`src/rtl/mul_seq_unit.sv`:
```
// Sequential signed/unsigned multiplier that retires STEP multiplier bits per cycle.
// One request at a time, valid/ready handshake on both sides, flush aborts any operation.
module mul_seq_unit #(
    parameter int WIDTH = 64,
    parameter int STEP  = 1
) (
    input  logic             clk,
    input  logic             rst_n,
    input  logic             in_valid,
    output logic             in_ready,
    input  logic [WIDTH-1:0] op_a,
    input  logic [WIDTH-1:0] op_b,
    input  logic             a_signed,
    input  logic             b_signed,
    input  logic             hi_sel,
    input  logic             flush,
    output logic             out_valid,
    input  logic             out_ready,
    output logic [WIDTH-1:0] result
);

    localparam int ITERS = WIDTH / STEP;
    localparam int CW    = $clog2(ITERS + 1);

    typedef enum logic [1:0] {
        IDLE,
        CALC,
        DONE
    } state_t;

    state_t state, state_nxt;

    logic [WIDTH-1:0]       mcand;
    logic [2*WIDTH-1:0]     acc;
    logic [CW-1:0]          cnt;
    logic                   neg_q;
    logic                   hi_q;

    logic                   a_neg, b_neg;
    logic [WIDTH-1:0]       in_mag_a, in_mag_b;
    logic                   in_zero;
    logic                   accept;
    logic                   last;
    logic [WIDTH+STEP-1:0]  partial;
    logic [2*WIDTH-1:0]     acc_step;
    logic [2*WIDTH-1:0]     product;
    logic [WIDTH-1:0]       final_half;

    // Unary minus in a WIDTH-bit context makes the most-negative value its own
    // magnitude, 2^(WIDTH-1), which is exact as an unsigned WIDTH-bit number.
    assign a_neg    = a_signed & op_a[WIDTH-1];
    assign b_neg    = b_signed & op_b[WIDTH-1];
    assign in_mag_a = a_neg ? -op_a : op_a;
    assign in_mag_b = b_neg ? -op_b : op_b;
    assign in_zero  = (in_mag_a == '0) | (in_mag_b == '0);

    assign in_ready  = (state == IDLE);
    assign out_valid = (state == DONE);
    assign accept    = in_valid & in_ready & ~flush;
    assign last      = (cnt == CW'(1));

    // acc = {partial high product, remaining multiplier bits}; the low STEP bits
    // are the current multiplier digit and are shifted out each step.
    assign partial  = {{STEP{1'b0}}, mcand} * {{WIDTH{1'b0}}, acc[STEP-1:0]};
    assign acc_step = {{STEP{1'b0}}, acc[2*WIDTH-1:STEP]}
                    + {partial, {(WIDTH-STEP){1'b0}}};

    assign product    = neg_q ? -acc_step : acc_step;
    assign final_half = hi_q ? product[2*WIDTH-1:WIDTH] : product[WIDTH-1:0];

    // NOTE: sequential state uses non-blocking assignments so every register
    // samples the pre-edge values of its neighbours, independent of block order.
    always_ff @(posedge clk or negedge rst_n) begin
        if (!rst_n) begin
            state <= IDLE;
        end else begin
            state <= state_nxt;
        end
    end

    // NOTE: state_nxt gets its default before the case, so no path leaves it
    // unassigned and no latch is inferred.
    always_comb begin
        state_nxt = state;
        unique case (state)
            IDLE: if (accept)    state_nxt = in_zero ? DONE : CALC;
            CALC: if (last)      state_nxt = DONE;
            DONE: if (out_ready) state_nxt = IDLE;
            default:             state_nxt = IDLE;
        endcase
        if (flush) state_nxt = IDLE;
    end

    always_ff @(posedge clk or negedge rst_n) begin
        if (!rst_n) begin
            mcand  <= '0;
            acc    <= '0;
            cnt    <= '0;
            neg_q  <= 1'b0;
            hi_q   <= 1'b0;
            result <= '0;
        end else if (flush) begin
            cnt <= '0;
        end else begin
            unique case (state)
                IDLE: begin
                    if (accept) begin
                        mcand <= in_mag_a;
                        acc   <= {{WIDTH{1'b0}}, in_mag_b};
                        neg_q <= a_neg ^ b_neg;
                        hi_q  <= hi_sel;
                        if (in_zero) begin
                            cnt    <= '0;
                            result <= '0;
                        end else begin
                            cnt <= CW'(ITERS);
                        end
                    end
                end
                CALC: begin
                    acc <= acc_step;
                    cnt <= cnt - CW'(1);
                    if (last) result <= final_half;
                end
                default: begin
                end
            endcase
        end
    end

endmodule

```
`config.mk`:
```
export PLATFORM = sky130hd
export DESIGN_NAME = mul_seq_unit
export DESIGN_NICKNAME = d
export VERILOG_FILES = /design/src/rtl/mul_seq_unit.sv
export SDC_FILE = /design/constraint.sdc
export NUM_CORES = 1
export LEC_CHECK = 0
export BUFFER_PORTS_ARGS = -buffer_cell sky130_fd_sc_hd__buf_2
export CAP_MARGIN = 10
export CORE_UTILIZATION = 63
export CTS_BUF_LIST = sky130_fd_sc_hd__clkbuf_8
export DETAILED_ROUTE_END_ITERATION = 6
export PLACE_DENSITY = 0.8
export SYNTH_ARGS = -nofsm -noshare
export SYNTH_HDL_FRONTEND = slang
export SYNTH_SLANG_ARGS = --single-unit
```
`constraint.sdc`:
```
create_clock -name clk -period 5.35 [get_ports clk]
set_input_delay 0.8025 -clock clk [delete_from_list [all_inputs] [get_ports clk]]
set_output_delay 0.8025 -clock clk [all_outputs]
set_load 0.1 [all_outputs]
```
### After elaboration in Yosys (flattened, before gate mapping)

Cells that the tools add are included.
W data, S select, Z words.

| storage, ports and cells | value |
|---|---|
| flip-flop bits (word level) | 267 |
| bits of input ports | 136 |
| output and inout bits | 66 |
| logic and storage cells | 59 |

| cells by class | value |
|---|---|
| add/subtract/negate cells | 5 |
| multiply operators | 1 |
| eq/ne operators | 9 |
| muxes and demuxes | 20 |
| bitwise logic cells | 7 |
| reduce and logical (&&, ||, !) cells | 10 |

Operator list:

| kind | number |
|---|---|
| $mux W64 | 6 |
| $mux W128 | 2 |
| $pmux W128 S2 | 1 |
| $add A127 B128 Y128 | 1 |
| $logic_not A64 Y1 | 2 |
| $neg A128 Y128 | 1 |
| $neg A64 Y64 | 2 |
| $pmux W64 S2 | 1 |
| $mul A64 B1 Y65 | 1 |
| $mux W7 | 3 |
| $pmux W7 S2 | 1 |
| $mux W2 | 5 |
| $reduce_and A3 Y1 | 3 |
| $eq A7 B1 Y1 const B | 1 |
| $sub A7 B1 Y7 const B | 1 |
| $pmux W2 S3 | 1 |
| $reduce_and A5 Y1 | 1 |
| $and A1 B1 Y1 | 4 |
| $ne A2 B1 Y1 const B | 2 |
| $ne A3 B1 Y1 const B | 1 |
| $ne A3 B2 Y1 const B | 1 |
| $ne A3 B3 Y1 const B | 1 |
| $reduce_bool A3 Y1 | 1 |
| $eq A2 B1 Y1 const B | 1 |
| 8 further kinds | 8 |

### Longest topological paths before layout

| depth | value |
|---|---|
| depth in word-level cells | 8 |
| gate-level depth with buffers | 19 |
| mapped depth without buffers | 16 |

### Least setup slack after synthesis

OpenSTA, ideal clock, no wires.

| path | value |
|---|---|
| path type | reg2reg |
| start point | reg acc[0] |
| end point | reg result[55] |
| library setup time | 131 ps |
| arrival time | 4723 ps |
| required time | 5219 ps |
| path slack | 496 ps |
| stages on the path, launching flop included | 17 |
| path buffers | 2 |
| period minus slack after synthesis | 4854 ps |
| cells stage by stage | dfrtp_1 > clkbuf_1 > clkbuf_1 > and2_1 > ha_1 > nand4_1 > or3_1 > a2111oi_0 > nor3_1 > xor2_1 > o311ai_0 > a21oi_1 > nand4b_4 > or4_4 > or2_1 > and3b_1 > or3_1 |

| between the ends | value |
|---|---|
| longest elaborated chain between the ends | 7 |

Ends and longest elaborated chain:

| element | RTL line | RTL |
|---|---|---|
| start: declaration | 34 | `logic [2*WIDTH-1:0] acc;` |
| start signal: assignment | 109 | `acc <= {{WIDTH{1'b0}}, in_mag_b};` |
| start signal: assignment | 121 | `acc <= acc_step;` |
| $mul A64 B1 Y65 * | 64 | `assign partial = {{STEP{1'b0}}, mcand} * {{WIDTH{1'b0}}, acc[STEP-1:0]};` |
| $add A127 B128 Y128 * | 66 | `+ {partial, {(WIDTH-STEP){1'b0}}};` |
| $neg A128 Y128 | 68 | `assign product = neg_q ? -acc_step : acc_step;` |
| $mux W128 * | 68 |  |
| $mux W64 * | 69 | `assign final_half = hi_q ? product[2*WIDTH-1:WIDTH] : product[WIDTH-1:0];` |
| $mux W64 * | 123 | `if (last) result <= final_half;` |
| $pmux W64 S2 * | 105 | `unique case (state)` |
| end signal: assignment | 123 |  |
| end: declaration | 19 | `output logic [WIDTH-1:0] result` |

Every way passes the cells marked *; elsewhere a longest branch is shown, timed or not. The select of a mux whose other input is x is not followed.
A chain may end at the register's enable or synchronous reset.

### Final worst setup path

| path | value |
|---|---|
| start point | reg mcand[0] |
| end point | reg result[57] |

| between the ends | value |
|---|---|
| longest elaborated chain between the ends | 7 |

Ends and longest elaborated chain:

| element | RTL line | RTL |
|---|---|---|
| start: declaration | 33 | `logic [WIDTH-1:0] mcand;` |
| start signal: assignment | 108 | `mcand <= in_mag_a;` |
| $mul A64 B1 Y65 * | 64 |  |
| $add A127 B128 Y128 * | 66 |  |
| $neg A128 Y128 | 68 |  |
| $mux W128 * | 68 |  |
| $mux W64 * | 69 |  |
| $mux W64 * | 123 |  |
| $pmux W64 S2 * | 105 |  |

Marked as above.

==> flow_metrics.py <==
metrics = {
    "placed_design": {
        "place_ws_ns": -0.152,
        "gp_congestion": 1.05,
        "dpl.hpwl_um": 69600,
        "portBuffers": 201,
    },
    "cts": {
        "clkTransAtPathRegs_ns": 0.07,
        "numCtsBuffers": 48,
        "cts.path.max_buffers": 3,
        "clk_latency_ns": 0.66,
        "htree_levels": 2,
        "cts_tree": "built",
        "ctsHoldBuffers": 0,
        "cts_num_sinks": 267,
        "cts_root_buf": "clkbuf_8",
    },
    "worst_setup_path": {
        "crit_family": "simple AND/OR/NAND/NOR gates",
        "timing.rr.start": "mcand[0]$_DFFE_PN0P_",
        "startpoint": "mcand[0]$_DFFE_PN0P_",
        "r2r-end": "result[57]$_DFFE_PN0P_",
        "slowest_delay_ns": 0.54,
        "startpoint_type": "register",
        "crit_fanout": 3,
        "worstPathRequired_ns": 5.90,
        "crit_arrival_ns": 5.80,
        "cp.depth": 19,
        "crit_type": "register to register",
        "end_kind": "register",
        "slowest_stage": "a2111oi_2",
        "rrSetupSlack_ns": 0.1,
        "path_cells": "and2_1 > ha_1 > inv_1 > fa_1 > nor2b_2 > o2111ai_2 > a21oi_2 > buf_4 > o21ai_0 > a2111oi_2 > buf_4 > or3b_4 > nor4_4 > buf_4 > nand4_1 > or4_4 > nor4b_2 > mux2_2 > o21ai_1",
        "r2r_cells": 19,
        "path_common_cell": "buf_4",
        "crit_buf_inv": 4,
    },
    "die": {
        "io_pins": 202,
        "core-area_um2": 37600,
        "die_width_um": 197,
        "num_rows": 71,
        "initial_core_util_pct": 63.8,
        "die_height_um": 197,
        "die_area_um2": 38900,
    },
    "status": {
        "status": "complete, but fails checks",
        "violations": "design-rule violations",
    },
    "timing": {
        "max_freq_ghz": 0.190,
        "clock_skew_ns": 0.0512,
        "setup_viol": 0,
        "worst_slack_ns": 0.0976,
        "relSlewSlack_pct": 21.5,
        "hold_violations": 0,
        "setup_tns_ns": 0,
        "worst_pin_slew_ns": 1.17,
        "period_share_pct": 98.2,
        "maxSlewViolCount": 0,
        "fin_crit_ns": 5.25,
    },
    "drt": {
        "vias_per_cell": 6.92,
        "drt_iter0_drc": 3189,
        "wl_per_cell_um": 23.3,
        "firstDrtPassIters": 7,
        "drt-total-wl_um": 91200,
        "ant_nets": 0,
        "via_count": 27100,
        "drc_errors": 1,
    },
    "synth": {
        "synth_area_leaders": "dfrtp_1 (28%), xnor2_1 (6.4%), nor2_1 (5.6%)",
        "yosysWarnings": 0,
        "async_flop_share_pct": 100,
        "ys_ff_latch": 267,
        "ys_seq_area_share_pct": 27.8,
        "synth_most_common_cell": "nor2_1",
        "synth_edf_count": 0,
        "ys.flop_type": "dfrtp_1",
        "syn_avg_cell_area_um2": 7.68,
        "synth_area_um2": 24000,
        "postSynthCellCount": 3126,
        "synth_common_cells": "nor2_1 (361), nand2_1 (320), dfrtp_1 (267)",
        "ys_types": 97,
        "yosysTopAreaCell": "dfrtp_1",
        "synth_top_cell_area_share_pct": 27.8,
        "syn_nets": 3332,
    },
    "grt": {
        "grt_pass1_vias": 25200,
        "grt_antenna_before_repair": 0,
        "grt_max_degree": 121,
        "overflow": 0,
        "grt_pass1_wl_um": 140000,
        "grt_usage_pct": 46.0,
    },
    "power_and_ir_drop": {
        "irDropWorstVdd_mv": 0.420,
        "power_switching_mw": 5.13,
        "p_int_mw": 5.53,
        "p_comb_share_pct": 51.1,
        "p_leak_nw": 11.8,
        "powerDensity_nw_per_um2": 387,
        "switching_share_pct": 48.1,
        "clkPwrFrac_pct": 21.1,
        "sequentialPowerShare_pct": 27.8,
    },
    "final_layout": {
        "fill_cells": 2964,
        "syn_to_final_growth_pct": 14.8,
        "antenna_cells": 0,
        "utilization_pct": 73.3,
        "layout-drive-gt1-share_pct": 16.6,
        "nets": 3571,
    },
    "job": {
        "cap_violations": 0,
    },
    "hold_path": {
        "hp-class": "primary input to async pin",
    },
}
[state kept, by name (all words and copies together) (netlist names)]
register and cells:
mcand 64, neg_q 1, acc 128, state 2
result 64, cnt 7, hi_q 1
[layout make-up]
type,count,area [µm²],share of cell area [%]
Clock buffer,60,826,3.00
Clock inverter,26,268,0.972
Inverter,45,169,0.613
Multi-Input combinational cell,2621,16500,59.8
Sequential cell,267,6690,24.3
Tap cell,511,639,2.32
Timing Repair Buffer,382,2480,9.01
[worst max path at each step]
stage,end
6_report,result[57]$_DFFE_PN0P_
3_3_place_gp,result[55]$_DFFE_PN0P_
3_5_place_dp,result[55]$_DFFE_PN0P_
4_1_cts,result[62]$_DFFE_PN0P_
2_1_floorplan,result[55]$_DFFE_PN0P_
5_1_grt,result[57]$_DFFE_PN0P_
[timing repair]
item / 4_1_cts / 5_1_grt
pin swaps: 0 / 2
setup endpoints to repair: 10 / 28
setup buffers: 0 / 2
cloned: 0 / 1
resized for setup: 1 / 15
[power groups by stage]
stage / clock (mW) / sequential [mW] / combinational, mW
floorplan: 0 / 3.51 / 2.90
CTS: 2.24 / 2.94 / 5.22
global route: 2.32 / 3.01 / 5.76
finish: 2.25 / 2.97 / 5.45
global placement: 0 / 2.92 / 5.05
detailed placement: 0 / 2.96 / 5.18
[placed cells by master, fill, tap and decap left out, types with 18 or more instances in the layout]
cell      netlist  final
buf_2          16    200
o21a_1         22     22
nand2b_1       28     27
a31oi_1        34     33
o21ai_0       244    243
nand2_1       320    320
and2_1         86     85
or3_1          53     52
or2_2          18     18
ha_1           69     69
or4_1          32     32
dfrtp_1       267    264
inv_1          45     53
nor2_1        361    359
o31ai_1        41     40
nor4_1         51     49
mux2_2         28     28
xnor2_1       174    174
nand4_1        67     67
a21oi_1       265    264
buf_4           2    173
nor3_1        104    103
o41ai_1        26     26
a22o_1         47     47
a21o_1         55     55
nand3_1        46     46
xor2_1         93     93
clkbuf_8        0     60
a211oi_1       39     37
[routing by layer]
layer | up-vias | GRT usage (%) | share of wire, %
li1 | 12000 | - | -
met1 | 12800 | 61.2 | 39
met2 | 1888 | 69.8 | 44
met3 | 387 | 12.0 | 12
met4 | 0 | 21.7 | 4.8
met5 | - | 0 | 0
[stage by stage]
stage	area (µm²)	hold slack (ns)	cells	power (mW)
2_1_floorplan	24000	0.455	3126	6.41
3_3_place_gp	26300	0.460	3823	7.97
3_5_place_dp	26300	0.461	3823	8.13
4_1_cts	27400	0.180	3909	10.4
5_1_grt	27500	0.203	3912	11.1
6_report	27500	0.115	3912	10.7
[worst register-to-register path: stages (launching register included)]
cell and delay (ns):
dfrtp_1 0.40, and2_1 0.15, ha_1 0.21, inv_1 0.08, fa_1 0.42, nor2b_2 0.23
o2111ai_2 0.21, a21oi_2 0.19, buf_4 0.13, o21ai_0 0.12, a2111oi_2 0.54, buf_4 0.23
or3b_4 0.41, nor4_4 0.18, buf_4 0.18, nand4_1 0.18, or4_4 0.50, nor4b_2 0.30
mux2_2 0.36, o21ai_1 0.13
[logic make-up after synthesis]
family                   count (synthesis)  synth area share (%)
multiplexers                            45                  2.03
AND/OR/NAND/NOR                       1280                  27.0
AO/OA/AOI/OAI                          959                  25.8
buffers and inverters                  238                  3.93
adder cells (fa/ha/maj)                 70                  3.68
XOR/XNOR                               267                  9.75
flip-flops                             267                  27.8
Power figures use the tool's default switching activity.
